===== src/rtl/disp_scan_4digit.sv =====
// disp_scan_4digit: 4-digit multiplexed 7-segment scanner with per-frame input snapshot,
// leading-zero / forced blanking and decimal points; outputs active-low and registered.
module disp_scan_4digit #(
  parameter int SCAN_DIV = 50000
) (
  input  logic        clk,
  input  logic        rst_n,
  input  logic [15:0] num,
  input  logic [3:0]  point,
  input  logic [3:0]  le,
  input  logic        zero_blank,
  output logic [3:0]  AN,
  output logic [7:0]  SEGMENT,
  output logic        frame_done
);
  logic [15:0] cnt_q, cnt_d;
  logic [1:0]  idx_q, idx_d;
  logic        valid_q, valid_d;
  logic [15:0] num_sh_q, num_sh_d;
  logic [3:0]  point_sh_q, point_sh_d;
  logic [3:0]  le_sh_q, le_sh_d;
  logic        zb_sh_q, zb_sh_d;
  logic [3:0]  an_q, an_d;
  logic [7:0]  seg_q, seg_d;
  logic        fd_q, fd_d;
  logic        tick, wrap, blank;
  logic [15:0] upper;
  logic [3:0]  nib;
  logic [6:0]  hex;

  function automatic logic [6:0] seg7(input logic [3:0] v);
    case (v)
      4'h0: seg7 = 7'h40;
      4'h1: seg7 = 7'h79;
      4'h2: seg7 = 7'h24;
      4'h3: seg7 = 7'h30;
      4'h4: seg7 = 7'h19;
      4'h5: seg7 = 7'h12;
      4'h6: seg7 = 7'h02;
      4'h7: seg7 = 7'h78;
      4'h8: seg7 = 7'h00;
      4'h9: seg7 = 7'h10;
      4'hA: seg7 = 7'h08;
      4'hB: seg7 = 7'h03;
      4'hC: seg7 = 7'h46;
      4'hD: seg7 = 7'h21;
      4'hE: seg7 = 7'h06;
      default: seg7 = 7'h0E;
    endcase
  endfunction

  always_comb begin
    tick       = cnt_q == 16'(SCAN_DIV - 1);
    wrap       = tick && idx_q == 2'd3;
    cnt_d      = tick ? 16'd0 : cnt_q + 16'd1;
    idx_d      = tick ? idx_q + 2'd1 : idx_q;
    num_sh_d   = wrap ? num : num_sh_q;
    point_sh_d = wrap ? point : point_sh_q;
    le_sh_d    = wrap ? le : le_sh_q;
    zb_sh_d    = wrap ? zero_blank : zb_sh_q;
    valid_d    = valid_q | wrap;
    fd_d       = wrap;
    // a digit is a leading zero when it and every higher nibble are zero
    upper      = num_sh_q >> {idx_q, 2'b00};
    nib        = upper[3:0];
    hex        = seg7(nib);
    blank      = !valid_q || le_sh_q[idx_q] || (zb_sh_q && idx_q != 2'd0 && upper == 16'd0);
    an_d       = blank ? 4'hF : ~(4'b0001 << idx_q);
    seg_d      = blank ? 8'hFF : {~point_sh_q[idx_q], hex};
  end

  always_ff @(posedge clk or negedge rst_n) begin
    if (!rst_n) begin
      cnt_q      <= '0;
      idx_q      <= 2'd3;
      valid_q    <= 1'b0;
      num_sh_q   <= '0;
      point_sh_q <= '0;
      le_sh_q    <= '0;
      zb_sh_q    <= 1'b0;
      an_q       <= 4'hF;
      seg_q      <= 8'hFF;
      fd_q       <= 1'b0;
    end else begin
      cnt_q      <= cnt_d;
      idx_q      <= idx_d;
      valid_q    <= valid_d;
      num_sh_q   <= num_sh_d;
      point_sh_q <= point_sh_d;
      le_sh_q    <= le_sh_d;
      zb_sh_q    <= zb_sh_d;
      an_q       <= an_d;
      seg_q      <= seg_d;
      fd_q       <= fd_d;
    end
  end

  assign AN         = an_q;
  assign SEGMENT    = seg_q;
  assign frame_done = fd_q;
endmodule


===== config.mk =====
export PLATFORM = sky130hd
export DESIGN_NAME = disp_scan_4digit
export DESIGN_NICKNAME = d
export VERILOG_FILES = /design/src/rtl/disp_scan_4digit.sv
export SDC_FILE = /design/constraint.sdc
export NUM_CORES = 1
export LEC_CHECK = 0
export CAP_MARGIN = 20
export CORE_ASPECT_RATIO = 0.6
export CORE_MARGIN = 4
export CORE_UTILIZATION = 54
export DETAILED_ROUTE_END_ITERATION = 10
export PLACE_DENSITY = 0.79
export SYNTH_ARGS = -nofsm -noshare
export SYNTH_HDL_FRONTEND = slang
export SYNTH_SLANG_ARGS = --single-unit
export TNS_END_PERCENT = 20

===== constraint.sdc =====
create_clock -name clk -period 3.15 [get_ports clk]
set_input_delay 0.315 -clock clk [delete_from_list [all_inputs] [get_ports clk]]
set_output_delay 0.315 -clock clk [all_outputs]
set_load 0.02 [all_outputs]

* Yosys cells after proc, flatten, opt, wreduce, memory -nomap -nowiden *
Memory sizes are Yosys's and may differ from the RTL's.
Cells that the tools add are included.

cells by class
  $add $sub $neg = 2
  $lt $le $gt $ge = 1
  equal/unequal tests = 2
  shift-type cells = 2
  muxes and demuxes = 7
  bitwise logic cells = 3
  reductions and logical operators = 8

operators with widths
  operator                                                    count
  adder 16 x 1 -> 16 bit, second input constant               1
  == test 16 bit, second input constant                       1
  zero test 16 bit                                            1
  2-to-1 mux 16 bit                                           1
  >> shifter 16 x 4 -> 16 bit                                 1
  2-to-1 mux 8 bit                                            1
  binary-select mux 1 bit (select 2 bit)                      2
  2-to-1 mux 4 bit                                            1
  NOT 4 bit                                                   1
  << shifter 1 x 2 -> 4 bit, first input constant             1
  logical AND 1 bit                                           3
  less-than comparator 2 x 3 -> 1 bit, second input constant  1
  adder 2 x 1 -> 2 bit, second input constant                 1
  == test 2 bit, second input constant                        1
  logical OR 1 bit                                            2
  2-to-1 mux 1 bit                                            2
  nonzero test 2 bit                                          1
  zero test 1 bit                                             1
  NOT 1 bit                                                   1
  bitwise OR 1 bit                                            1

word-level totals
  bits in registers = 57
  bits in read-only memories = 112
  output and inout port bits = 13
  memories kept = 1

memory list
  memory           words  bits a word  rd ports  clocked after memory_dff  write ports  RTL line  text
  (no name shown)  16     7            1         0                         0            32        case (v)

* Logic depth before layout (Yosys ltp) *
Gate-level depths: netlist of the first run.

  depth in word-level cells = 5
  gate-level depth with buffers = 9

* Worst setup path before layout of the first run *
No wires, ideal clock.

  kind = reg-to-reg
  start = reg idx_q[0]
  end = reg seg_q[6] (netlist: SEGMENT[6])
  library setup time = 0.081 ns
  arrival = 2.129 ns
  required time = 3.069 ns
  slack = 0.939 ns
  cell stages (with the launch flop) = 10
  path buffers = 2
  cells stage by stage = dfstp_2 > buf_6 > mux4_2 > inv_1 > ha_1 > o311ai_0 > nor2_1 > a21oi_2 > buf_2 > o211ai_1

on the way
  word-level cells in the longest chain between the ends = 5

ends and longest elaborated chain
  item                                                         RTL line  text
  from (decl)                                                  17        logic [1:0] idx_q, idx_d;
  from (signal assigned)                                       86        idx_q <= idx_d;
  branches (longest 4 deep; another with memory (16 x 7 bit))  n/a
  2-to-1 mux 8 bit *                                           69        seg_d = blank ? 8'hFF : {~point_sh_q[idx_q], hex};
  via seg_d[6]                                                 24        logic [7:0] seg_q, seg_d;
  to (signal assigned)                                         93        seg_q <= seg_d;
  to (decl)                                                    24

Mark *: on every way through the listed nets, which the timed path passes. The select of a mux whose other input is x is not followed.
A chain may end at the register's enable or synchronous reset.

* Final worst setup path of the first run *
  start = reg idx_q[0]
  end = reg seg_q[2] (netlist: SEGMENT[2])

Same word-level chain as after synthesis.

==> impl_metrics.toml, run 1 <==
[synthesis]
synth_area_leaders = "dfrtp_1 (37%), dfstp_2 (13%), mux2_4 (9.8%)"
synth_cell_types = 42
synth_edf_count = 0
synth_nets = 257
synthesis.area_um2 = 2898
async_flop_share_pct = 100.0
synth_top_area_cell = "dfrtp_1"
ys_seq_area_share_pct = 49.83
synth_top_area_share_pct = 37.13
netlist_instances = 219
synthFlopType = "dfrtp_1"
avgSynthCellArea_um2 = 13.23
ys_ff_latch = 57
yosys_warnings = 0

[setup_path]
worstPathArrival_ns = 2.64
critPathLaunchType = "register"
cp_top_family = "compound AO/OA/AOI/OAI gates"
critPathBufInv = 1
path_class = "reg2reg"
path_cells = "mux4_2, inv_1, ha_1, o311ai_0, nor2_1, a21oi_2, o221ai_1"
end_kind = "register"
r2r-start = "idx_q[0]"
slowest_stage = "dfstp_2"
crit_required_ns = 3.37
setup.worst_path.start = "idx_q[0]"
slowest_delay_ns = 0.72
path_max_fanout = 13

[finish]
final_common_cell = "dfrtp_1"
diodes = 0
nets = 302
syn2layout_area_growth_pct = 23.40
final_cell_mix = "dfrtp_1 (43), clkdlybuf4s50_1 (38), mux2_4 (19), nand2_1 (17), nor2_1 (15)"
drive_above_1_share_pct = 27.88
fin_area_um2 = 3576

[sta]
period_needed_ns = 2.419
hold_violations = 0
setup_ws_ns = 0.7315
rsz0062_at_grt = "no"
relSlewSlack_pct = 52.83
slew_violations = 0
tns_ns = 0
worst_slew_pin_slew_ns = 0.7023
maxClockFrequency_mhz = 413.5
finalSetupViolations = 0
min_period_over_period_pct = 76.78
skew_ns = 0.01073

[clocking]
cts_root_buffer = "clkbuf_8"
clk_pin_slew_ns = 0.07
clock-sinks = 57
cts_buffers = 9
clk_latency_ns = 0.35
cts_resized = 0
post_cts_buffers = 0
h-tree-depth = 3
cts_tree = "built"
clock_path_buffers = 2

[placed_design]
dp_slack_ns = 0.7567
dp_hpwl_um = 4113
postPlaceCellArea_um2 = 3299
gp_congestion = 0.8735
io_buffers = 39

[routing]
routed-wl-met2_um = 2423
wl_per_cell_um = 17.47
top_layer = "met4"
drc_errors = 0
met3_length_um = 512
viasPerCell = 5.606
ant_nets = 0
dr.pass1.iters = 5
first_iter_violations = 168
num_vias = 1878
wirelength_um = 5854
wl_met1_um = 2859

[power_and_ir_drop]
powerDensity_nw_per_um2 = 471.1
p_leak_nw = 1.542
ir_drop_v = 0.0002660

[floorplanning]
die_h_um = 64.75
core_um2 = 5130
io_pins = 40
initial_core_util_pct = 56.49
die_area_um2 = 6641
die_w_um = 102.6
rows = 20

[grt]
grt_pass1_vias = 1854
grt_first_pass_wirelength_um = 9625
grt_start_max_net_pins = 48
antenna_found_initial = 0
grt_overflow = 0
gr-usage-all-layers_pct = 19.63

[job]
maxCapViolations = 0

[run_status]
status = "completed"

[worst_hold_path]
hp-class = "in2async"
## state kept, by name (all words and copies together) (netlist names), 2 cells and up
signal,flops
AN,4
SEGMENT,8
cnt_q,16
idx_q,2
le_sh_q,4
num_sh_q,16
point_sh_q,4
## logic make-up after synthesis
logic type      share of synthesized area [%]
mux                                     19.86
compound gates                          3.109
flops                                   49.83
simple gates                            13.26
buf+inv                                 3.454
fa+ha+maj                               4.749
xor+xnor                                5.743
## stage by stage
step	hold WS [ns]	total power [mW]	cells	utilization, %
detailed placement	0.4592	0.8902	317	64.32
finish	0.5063	1.685	335	69.71
floorplan	0.01941	0.8284	219	-
global placement	0.4505	0.8875	317	64.32
global route	0.5086	1.755	335	69.71
CTS	0.1638	1.696	333	68.98
## repair_timing
| action | in CTS | in global routing |
|---|---|---|
| setup endpoints to repair | 0 | 0 |
| endpoints found under the hold margin | 0 | 16 |
| hold buffers | 0 | 1 |
## worst paths after layout
kind | to | slack, ns | cells after the start
max | SEGMENT[2] | 0.73 | 7
min | le_sh_q[2] | 0.51 | 2
max reg2reg | SEGMENT[2] | 0.73 | 7
min reg2reg | valid_q | 0.51 | 1
max in group asynchronous | SEGMENT[2] | 2.05 | 3
min in group clk | valid_q | 0.51 | 1
## cell usage after synthesis, types with 7 or more instances
cell type	n
dfstp_2	14
nand3_1	9
dfrtp_1	43
inv_1	7
nand2_1	17
mux2_2	8
mux2_4	19
xor2_1	8
mux4_2	8
ha_1	11
nor2_1	15
xnor2_1	11
## metal layers
layer  vias to the layer above  global-route usage (%)
met1                       910                   29.11
li1                        873                       -
met3                        10                   8.925
met4                         0                   5.074
met2                        85                   25.80
met5                         -                       0
## area by class of cell
class	count	area (µm²)
clock buffers	12	165.2
multi-input cells	147	1354
inverters	7	26.28
repair buffers	42	430.4
fillers	356	1554
flip-flops and latches	57	1444
well taps	66	82.58
clock inverters	4	73.82
## worst register-to-register path: cells and delay by family, from the launching register on
family | cells | cell delay (ns)
multiplexers | 1 | 0.37
flip-flops | 1 | 0.72
buffers and inverters | 1 | 0.10
AO/OA/AOI/OAI | 3 | 0.78
adder cells (fa/ha/maj) | 1 | 0.23
AND/OR/NAND/NOR | 1 | 0.10
## power breakdown
group | leakage (nW) | switching, mW | internal [mW]
clock network | 0.123 | 0.292 | 0.510
registers | 0.675 | 0.0170 | 0.750
logic | 0.744 | 0.0432 | 0.0731
Note: power is estimated with default switching activity, not from simulation.
==> run 2, diff against run 1 <==
==> constraint.sdc (replaced) <==
create_clock -name clk -period 2.4 [get_ports clk]
set_input_delay 0.24 -clock clk [delete_from_list [all_inputs] [get_ports clk]]
set_output_delay 0.24 -clock clk [all_outputs]
set_load 0.02 [all_outputs]
==> run 2 against run 1 <==
Non-clock buffer count rose by 3. Power rose by 17%. Register-to-register slack got worse by 0.59 ns. Final area fell by 0.63%. Fmax rose by 7.3%. Clock-buffer cell count rose by 1. Sequential share of layout area rose by 0.26 points. First-iteration DRC count fell by 21%. Clock skew fell by 0.0057 ns. Combinational power rose by 28%.
==> impl_metrics.toml, run 2 (synthesized netlist as in run 1, its figures left out) <==
[run_status]
status = "completed"

[setup_path]
critPathLaunchType = "register"
crit_required_ns = 2.64
rrSetupSlack_ns = 0.15
r2r-start = "idx_q[0]"
end_kind = "register"
path_class = "reg2reg"
reg2reg_to = "SEGMENT[6]"
path_max_fanout = 12
worstPathArrival_ns = 2.49
r2r_cells = 7

[floorplanning]
initial_core_util_pct = 56.49
core_um2 = 5130
rows = 20
die_h_um = 64.75
die_area_um2 = 6641
io_pins = 40
die_w_um = 102.6

[finish]
syn2layout_area_growth_pct = 22.63
layout.cells.non_filler = 338
final_cell_mix = "dfrtp_1 (43), clkdlybuf4s50_1 (38), mux2_4 (19), nand2_1 (17), nor2_1 (15)"
drive_above_1_share_pct = 28.68
nets = 305
diodes = 0
final_common_cell = "dfrtp_1"
finish.utilization_pct = 69.27

[sta]
period_needed_ns = 2.254
worst_slew_pin_slew_ns = 0.5285
relSlewSlack_pct = 64.27
finalSetupViolations = 0
min_period_over_period_pct = 93.91
skew_ns = 0.005008
maxClockFrequency_mhz = 443.7
slew_violations = 0
whs_ns = 0.4223
setup_ws_ns = 0.1463
hold_violations = 0
rsz0062_at_grt = "yes"

[routing]
wirelength_um = 5538
first_iter_violations = 133
viasPerCell = 5.482
ant_nets = 0
num_vias = 1853
drc_errors = 0
wl_per_cell_um = 16.38
dr.pass1.iters = 4

[clocking]
cts_root_buffer = "clkbuf_8"
clock_path_buffers = 2
clock-sinks = 57
cts_tree = "built"
cts_buffers = 9
h-tree-depth = 3
clk_pin_slew_ns = 0.06
clk_latency_ns = 0.33

[grt]
antenna_found_initial = 0
grt_overflow = 0
grt_pass1_vias = 1757
gr-usage-all-layers_pct = 18.67
grt_start_max_net_pins = 58
grt_first_pass_wirelength_um = 9066

[power_and_ir_drop]
p_switching_mw = 0.4433
power_frac_comb_pct = 7.5
clock_power_share_pct = 41.4
p_sw_share_pct = 22.44
p_leak_nw = 1.532
powerDensity_nw_per_um2 = 555.9
ir_drop_v = 0.0003528
pwr-share-seq_pct = 51.0
p_int_mw = 1.532

[placed_design]
dp_cells = 321
io_buffers = 39
dp_slack_ns = 0.1633
gp_congestion = 0.9331
dp_hpwl_um = 4053

[worst_hold_path]
hp-class = "in2async"

[job]
maxCapViolations = 0
[run 2: cell count changes in the layout (fill, tap and decap cells not counted)]
cell and delta:
buf_6 +1, a21oi_2 -1, clkinv_2 +2, nor4b_2 +1
bufinv_16 -2, buf_4 +2, clkbuf_1 +1, nor4b_1 -1
a21oi_4 +1, buf_12 +1, buf_16 -1, clkinv_4 -1
[run 2: what timing repair did]
action,in CTS,in global routing
setup buffers,0,0
hold buffers,1,0
gates resized for setup,0,3
endpoints found under the setup margin,0,6
endpoints found under the hold margin,43,0
[run 2: worst max path at each step]
stage                     slack [ns]      from         end  depth (start not counted)
after floorplan                 0.19  idx_q[0]  SEGMENT[6]                          9
after global placement          0.25  idx_q[1]  SEGMENT[2]                          7
after detailed placement        0.16  idx_q[1]  SEGMENT[2]                          7
after CTS                       0.14  idx_q[1]  SEGMENT[2]                          7
after global routing           -0.03  idx_q[0]  SEGMENT[6]                          7
final                           0.15  idx_q[0]  SEGMENT[6]                          7
[run 2: power by group through the flow]
stage                     Clock (mW)  Combinational (mW)  Sequential (mW)
after floorplan                    0              0.0743             1.01
after global placement             0               0.146             1.02
after detailed placement           0               0.149             1.02
after CTS                      0.843               0.151             1.01
after global routing           0.887               0.163             1.01
final                          0.819               0.149             1.01
[run 2: cell type report]
type / instances / area [µm²]
repair buffers: 45 / 449.2
inverters: 7 / 26.28
well taps: 66 / 82.58
clock inverters: 3 / 15.01
clock buffers: 13 / 168.9
flip-flops and latches: 57 / 1444
fillers: 369 / 1577
multi-input cells: 147 / 1368
[run 2: critical path: stages, from the launching register on]
cell and delay (ns):
dfstp_2 0.57, mux4_2 0.58, inv_1 0.15, ha_1 0.20
o311ai_0 0.12, nor2_1 0.21, a21oi_4 0.14, o211ai_1 0.17
[run 2: stage by stage]
step / area, µm² / power [mW] / TNS [ns]
CTS: 3536 / 2.000 / 0
floorplan: 2898 / 1.087 / 0
global placement: 3342 / 1.168 / 0
detailed placement: 3342 / 1.171 / 0
finish: 3553 / 1.975 / 0
global route: 3553 / 2.059 / -0.02834
[run 2: routing by layer]
layer / up-vias / track usage (%) / share of wire (%)
met5: - / 0 / 0
met4: 0 / 8.020 / 1.5
met3: 8 / 6.774 / 7.8
met2: 81 / 22.59 / 40
met1: 896 / 29.19 / 51
li1: 868 / - / -
==> run 3, diff against run 2 <==
--- a/config.mk
+++ b/config.mk
@@ -8,9 +8,11 @@
 export CAP_MARGIN = 20
 export CORE_ASPECT_RATIO = 0.6
 export CORE_MARGIN = 4
-export CORE_UTILIZATION = 54
+export CORE_UTILIZATION = 55
 export DETAILED_ROUTE_END_ITERATION = 10
-export PLACE_DENSITY = 0.79
+export DONT_BUFFER_PORTS = 1
+export PLACE_DENSITY = 0.7
+export SETUP_SLACK_MARGIN = 0.05
 export SYNTH_ARGS = -nofsm -noshare
 export SYNTH_HDL_FRONTEND = slang
 export SYNTH_SLANG_ARGS = --single-unit
==> run 3 against run 2 <==
Register-to-register slack about the same. Critical path type unchanged. Critical endpoint is now SEGMENT[0]. Final area is 8.5% lower. Worst hold slack worse by 0.38 ns. Clock skew increased by 0.0037 ns. Sequential share of layout area up 3.8 points. Die area shrank 1.6%. Clock-buffer cell count down 3. Combinational power shrank 23%. Routed wire length fell by 2.6%. Via count down 7.7%. Critical path depth unchanged. Power rose by 6.2%.
==> impl_metrics.toml, run 3 (synthesized netlist as in run 1, its figures left out) <==
[placed_design]
gp_congestion = 0.8605
io_buffers = 0
dp_hpwl_um = 3748
dp_slack_ns = 0.1470
postPlaceCellArea_um2 = 2952

[floorplanning]
die_h_um = 64.23
io_pins = 40
die_area_um2 = 6532
rows = 20
core_um2 = 5080
initial_core_util_pct = 57.04
die_w_um = 101.7

[sta]
hold_violations = 0
setup_ws_ns = 0.1349
maxClockFrequency_mhz = 441.5
worst_slew_pin_slew_ns = 0.5272
slew_violations = 0
min_period_over_period_pct = 94.38
skew_ns = 0.008683
period_needed_ns = 2.265
tns_ns = 0
relSlewSlack_pct = 64.36
finalSetupViolations = 0
rsz0062_at_grt = "no"

[routing]
first_iter_violations = 112
wl_per_cell_um = 17.63
wirelength_um = 5395
dr.pass1.iters = 4
num_vias = 1710
drc_errors = 0
viasPerCell = 5.588
ant_nets = 0

[run_status]
status = "completed"

[setup_path]
crit_required_ns = 2.64
end_kind = "register"
worstPathArrival_ns = 2.50
path_max_fanout = 12
path_class = "reg2reg"
critPathLaunchType = "register"

[clocking]
h-tree-depth = 3
clk_latency_ns = 0.34
clk_pin_slew_ns = 0.07
cts_tree = "built"
clock_path_buffers = 2
cts_buffers = 9
clock-sinks = 57
cts_root_buffer = "clkbuf_8"

[grt]
antenna_found_initial = 0
grt_start_max_net_pins = 58
grt_pass1_vias = 1692
gr-usage-all-layers_pct = 18.65
grt_first_pass_wirelength_um = 9039
grt_overflow = 0

[job]
maxCapViolations = 0

[finish]
drive_above_1_share_pct = 35.00
final_cell_mix = "dfrtp_1 (43), mux2_4 (19), nand2_1 (17), nor2_1 (15), dfstp_2 (14)"
nets = 273
final_common_cell = "dfrtp_1"
syn2layout_area_growth_pct = 12.26
fin_area_um2 = 3253
diodes = 0

[power_and_ir_drop]
ir_drop_v = 0.0003777
p_leak_nw = 1.421
powerDensity_nw_per_um2 = 644.6

[worst_hold_path]
hp-class = "in2reg"
run 3: cell types whose count changed in the layout (fill, tap and decap cells not counted), moves of 2 or more:
cell,before,now
clkbuf_8,12,10
bufinv_16,0,2
clkdlybuf4s50_1,38,0
buf_4,3,11
run 3: cell type report:
class | count | area [µm²]
clock buffers | 10 | 137.6
clock inverters | 6 | 81.33
fillers | 386 | 1827
inverters | 7 | 26.28
multi-input cells | 147 | 1361
flip-flops and latches | 57 | 1444
well taps | 66 | 82.58
repair buffers | 13 | 120.1
run 3: metrics by stage:
step / hold slack (ns) / total power [mW] / util, % / cells
after global placement: -0.05373 / 1.104 / 58.10 / 283
after global routing: 0.01613 / 2.198 / 64.04 / 306
final: 0.04539 / 2.097 / 64.04 / 306
after floorplan: -0.05559 / 1.087 / - / 219
after CTS: 0.03235 / 2.115 / 63.15 / 301
after detailed placement: -0.05329 / 1.105 / 58.10 / 283
run 3: final timing paths:
| check | slack (ns) | from | cells past startpoint | end |
|---|---|---|---|---|
| max reg2reg | 0.13 | idx_q[0] | 7 | SEGMENT[0] |
| max | 0.13 | idx_q[0] | 7 | SEGMENT[0] |
| min in group asynchronous | 0.46 | rst_n | 2 | cnt_q[15] |
| min reg2reg | 0.48 | cnt_q[0] | 1 | cnt_q[0] |
| min | 0.05 | num[14] | 1 | num_sh_q[14] |
| max in group asynchronous | 1.67 | rst_n | 2 | SEGMENT[3] |
run 3: worst max-delay path, cell delays in order (launching register included):
cell       delay, ns
dfstp_2         0.59
mux4_2          0.56
inv_1           0.13
ha_1            0.22
o311ai_0        0.14
nor2_1          0.24
a21oi_4         0.15
o2111ai_1       0.14
run 3: power breakdown:
group | total (mW) | internal, mW | switching, mW
combinational | 0.114 | 0.0635 | 0.0505
clock | 0.978 | 0.605 | 0.373
sequential | 1.00 | 0.984 | 0.0209
total | 2.10 | 1.65 | 0.445
run 3: layer usage:
| layer | vias to the layer above | global-route usage [%] | share of wire (%) |
|---|---|---|---|
| met5 | - | 0 | 0 |
| met4 | 0 | 5.970 | 0.78 |
| met3 | 4 | 10.58 | 11 |
| met2 | 65 | 22.15 | 39 |
| met1 | 831 | 27.75 | 49 |
| li1 | 810 | - | - |
run 3: timing repair:
action / 4_1_cts / 5_1_grt
setup endpoints to repair: 0 / 11
buffers inserted: 0 / 5
hold buffers: 2 / 0
gates resized for setup: 0 / 2
endpoints found under the hold margin: 57 / 0
==> edit 1 (flow settings as in run 2) <==
Make the reset (`rst_n`) synchronous in one clocked block.
--- a/src/rtl/disp_scan_4digit.sv
+++ b/src/rtl/disp_scan_4digit.sv
@@ -71,3 +71,3 @@
 
-  always_ff @(posedge clk or negedge rst_n) begin
+  always_ff @(posedge clk) begin
     if (!rst_n) begin
Behaviour: no difference found for any inputs over 10 cycles, from zero or initial values and one cycle with rst_n low; that may be too few to reach the edited logic, so the function may still have changed.
==> edit 1 against run 2 <==
- final area down 8.8%
- critical path depth grew 1
- synthesized area shrank 8.9%
- wire length up 1.7%
- critical path type unchanged
- first-iteration DRC count increased by 41%
- fmax up 1.8%
- critical endpoint is now SEGMENT[5]
- setup slack improved by 0.039 ns
- sequential cell count is the same
Power is not compared: it rests on default switching activity, and its combinational part moved more than twofold at a synthesized area within 25%.
==> edit 1: results (changes against run 2) <==
Parameter                              Value

Logic synthesis
  Asr flop ratio synth ... 0 (-1.000)
  Ranking of synthesized cells by instance count ... 66 x nand2_1, 57 x dfxtp_1, 20 x nor2_1
  Synthesized netlist net count ... 314 (+22%)
  Number of unique standard cell types used by synthesis ... 38 (-9.5%)
  Number of standard cells after synthesis ... 277 (+26%)
  Fraction of the yosys area taken by sequential cells ... 0.4324 (-0.06584)
  Most instantiated flip-flop cell in the synthesis netlist ... dfxtp_1
  Top post-synthesis cells by area ... dfxtp_1 43%, nand2_1 9.4%, a21boi_2 8.1%

Placed design
  Routability Congestion ... 0.8112 (-13%)
  Cell Area, Placed ... 3073 µm² (-8.0%)
  Placed instance count ... 375 (+17%)
  Sum of net half-perimeters after detailed placement ... 4109 µm (+1.4%)
  Post-placement setup slack ... -0.2002 ns (-0.3635 ns)

Worst setup path
  Worst-path fanout max ... 11 (-1)
  Worst Setup SP ... idx_q[0]
  Arrival @ worst endpoint ... 2.46 ns (-0.03 ns)
  R2R cell count ... 8 (+1)
  Worst reg2reg startpoint ... idx_q[0]
  Worst-case register-to-register setup slack ... 0.19 ns (+0.04 ns)
  Worst setup path endpoint ... SEGMENT[5]

Min path
  HP Class ... flip-flop to flip-flop
  WHS Path Cells ... 1

Layout
  Layout cell share with drive strength beyond 1 ... 0.1713 (-0.1155)
  Final Core Density ... 0.6988 (+0.006102)
  Filler Cell Count ... 359 (-2.7%)
  Antenna Diode Count ... 0 (unchanged)
  Filler-free cell count of the finished design ... 390 (+15%)
  Layout Nets ... 360 (+18%)

STA
  TNS Setup ... 0 ns (unchanged)
  Hold Slack ... 0.4599 ns (+0.03762 ns)
  Final setup slack of the worst path ... 0.1852 ns (+0.03899 ns)
  Relative slew slack ... 0.4609 (-0.1819)
  Largest clock skew in the final design ... 0.007941 ns (+0.002933 ns)

Outcome
  Outcome ... finished clean

Route
  Drt total wl ... 5633 µm (+1.7%)
  Starting DRC count in detailed routing ... 187 (+41%)
  Average vias per placed instance ... 5.269 (-3.9%)

Clock tree
  Max H-tree Level ... 3 (unchanged)

GRT
  Vias in the first global route ... 1911 (+8.8%)
  Maximum number of pins on one net before global-route repair ... 32 (-45%)
  Wire length of the first global-routing pass ... 9259 µm (+2.1%)
  Total routing resource utilization after global routing ... 0.1937 (+0.006982)
[edit 1: cell types whose count changed after synthesis, sizes merged, moves of 14 or more]
cell and delta:
dfxtp +57, nand2 +49, dfrtp -43, a21boi +25
mux2 -25, dfstp -14
[edit 1: final cells by class]
type                    instances  area share
flip-flops and latches         57      0.3523
clock inverters                 4    0.006180
inverters                       9     0.01043
repair buffers                 48      0.1414
well taps                      63     0.02433
multi-input cells             198      0.4218
clock buffers                  11     0.04365
[edit 1: power by group through the flow]
| stage | clock network, mW | logic [mW] | registers (mW) |
|---|---|---|---|
| after detailed placement | 0 | 0.0698 | 0.975 |
| after global routing | 0.796 | 0.0752 | 0.955 |
| after CTS | 0.755 | 0.0705 | 0.954 |
| final | 0.739 | 0.0703 | 0.955 |
| after floorplan | 0 | 0.0243 | 0.975 |
| after global placement | 0 | 0.0696 | 0.975 |
[edit 1: worst max-delay path: stages, from the launching register on]
cell and delay (ns):
dfxtp_1 0.44, mux4_2 0.55, inv_1 0.10, ha_1 0.16, nor4b_1 0.23, nand2_1 0.09
a211oi_1 0.28, nor3_2 0.17, o211ai_1 0.11
[edit 1: what timing repair did]
action                                  in CTS  in global routing
hold buffers                                 0                  0
resized for setup                            1                  0
endpoints found under the setup margin       7                  0
[edit 1: logic make-up after synthesis]
kind of cell               Yosys count  synth area share
AOI/OAI and AO/OA                   39            0.1347
xor gates and xnor gates            15           0.04979
adders and majority gates           10           0.04742
muxes                               11           0.07112
and+or+nand+nor                    123            0.2129
DFF                                 57            0.4324
buffers and inverters               22           0.05168
[edit 1: routing by layer]
layer / up-vias / global-route usage / share of wire
li1: 1034 / - / -
met1: 944 / 0.2732 / 0.51
met2: 69 / 0.2678 / 0.42
met3: 8 / 0.07494 / 0.069
met4: 0 / 0.06985 / 0.0069
met5: - / 0 / 0
==> edit 2 (config.mk and constraints of run 2) <==
Made on the original files. Set the parameter `SCAN_DIV` to 32768 (it was 50000).
--- a/src/rtl/disp_scan_4digit.sv
+++ b/src/rtl/disp_scan_4digit.sv
@@ -3,3 +3,3 @@
 module disp_scan_4digit #(
-  parameter int SCAN_DIV = 50000
+  parameter int SCAN_DIV = 32768
 ) (
Formal check against the unedited RTL: no difference found for any inputs over 10 cycles, from zero or initial values and one cycle with rst_n low; that may be too few to reach the edited logic, so the function may still have changed.
==> edit 2 against run 2 <==
- clock skew up 0.0055 ns
- sequential cell count unchanged
- global-route usage up 1.0 points
- clock power up 21%
- setup slack worse by 0.057 ns
- power up 8.5%
- critical endpoint is now SEGMENT[4]
- final area down 0.70%
- synthesized area down 3.1%
- wire length down 0.85%
==> edit 2: results (changes against run 2) <==
Parameter                              Value

Outcome
  Outcome ... finished clean

Worst setup path
  R2R cell count ... 7 (unchanged)
  Slowest stage cell, crit path ... dfstp_2
  Worst Setup SP ... idx_q[0]
  Critical path endpoint category ... flip-flop
  Top delay family on crit path ... flip-flops
  Worst-path fanout max ... 12 (unchanged)
  Arrival @ worst endpoint ... 2.55 ns (+0.06 ns)
  R2R Path End ... SEGMENT[4]
  Stage delay of the slowest cell on the critical path ... 0.61 ns (+0.03 ns)

GRT
  Maximum number of pins on one net before global-route repair ... 58 (unchanged)
  Vias in the first global route ... 1863 (+6.0%)
  Met2 track demand over resource ... 0.2630 (+0.03715)
  Total routing resource utilization after global routing ... 0.1969 (+0.01020)
  Wire length of the first global-routing pass ... 9570 µm (+5.6%)
  Met1 Use GR ... 0.2937 (+0.001823)
  Routing usage on met3 ... 0.06979 (+0.002051)
  Initial antenna violation count ... 0 (unchanged)

Power
  Reported leakage power ... 1.563 nW (+2.0%)
  Max VDD drop ... 0.3793 mV (+7.5%)

STA
  Largest clock skew in the final design ... 0.01055 ns (+0.005544 ns)
  Hold Slack ... 0.01367 ns (-0.4086 ns)
  Relative slew slack ... 0.5420 (-0.1007)
  Final setup slack of the worst path ... 0.08914 ns (-0.05712 ns)

Placed design
  Cell Area, Placed ... 3274 µm² (-2.0%)
  Routability Congestion ... 0.8154 (-13%)
  Placed instance count ... 311 (-3.1%)
  PortBufs ... 39 (unchanged)
  Post-placement setup slack ... -0.1768 ns (-0.3401 ns)
  Sum of net half-perimeters after detailed placement ... 3965 µm (-2.2%)

Logic synthesis
  Post-Syn Area per Cell ... 13.57 µm² (+2.6%)
  Asr flop ratio synth ... 1.000 (unchanged)
  Xor/xnor cell area share of the yosys netlist ... 0.05301 (-0.004420)
  Fraction of the yosys area taken by sequential cells ... 0.5140 (+0.01576)
  Mux cell area share after synthesis ... 0.2116 (+0.01296)
  Ranking of synthesized cells by instance count ... 43 x dfrtp_1, 18 x mux2_4, 14 x dfstp_2, 14 x xnor2_1, 12 x nand2_1
  Number of unique standard cell types used by synthesis ... 39 (-7.1%)
  Total of warnings raised by yosys ... 0 (unchanged)
  Top post-synthesis cells by area ... dfrtp_1 38%, dfstp_2 13%, mux2_4 9.6%
  Synthesized netlist net count ... 245 (-4.7%)
  Fraction of the mapped netlist area in adder cells ... 0.04900 (+0.001502)
  Compound-Gate Fraction of Synth Area ... 0.03341 (+0.002319)

Route
  Detailed-routing iteration count for the pre-antenna-repair pass ... 4 (unchanged)
  Routed len/inst ... 16.64 µm (+1.6%)
  Starting DRC count in detailed routing ... 90 (-32%)
  Average vias per placed instance ... 5.288 (-3.5%)

Clock tree
  Buffers from clock root to sink, at most ... 2 (unchanged)
  Root cell of the clock tree ... clkbuf_8
  CTS buffer count ... 9 (unchanged)
  Max H-tree Level ... 3 (unchanged)
  Clk slew on worst S/H paths ... 0.07 ns

Layout
  Filler-free cell count of the finished design ... 330 (-2.4%)
  Layout cell share with drive strength beyond 1 ... 0.3068 (+0.02005)
  Layout Nets ... 297 (-2.6%)
  Antenna Diode Count ... 0 (unchanged)
-- edit 2: where the power goes --
part	switching, mW	internal, mW	total, mW
logic	0.0572	0.0907	0.148
registers	0.0223	0.984	1.01
clock network	0.378	0.611	0.989
total	0.458	1.69	2.14
-- edit 2: area by class of cell --
| type | instances | area [µm²] |
|---|---|---|
| fill | 353 | 1526 |
| sequential | 57 | 1444 |
| multi-input combinational | 131 | 1280 |
| timing repair buffer | 49 | 460.4 |
| clock buffer | 11 | 141.4 |
| tap | 66 | 82.58 |
| clock inverter | 5 | 78.83 |
| inverter | 11 | 41.29 |
-- edit 2: what timing repair did --
| action | CTS | global route |
|---|---|---|
| buffers inserted | 0 | 3 |
| gates resized for setup | 1 | 1 |
| setup endpoints to repair | 9 | 6 |
| hold endpoints to repair | 0 | 0 |
-- edit 2: routing by layer --
metal / part of all wire / vias up
li1: - / 830
met1: 0.51 / 868
met4: 0.0073 / 0
met2: 0.43 / 44
met5: 0 / -
met3: 0.053 / 3
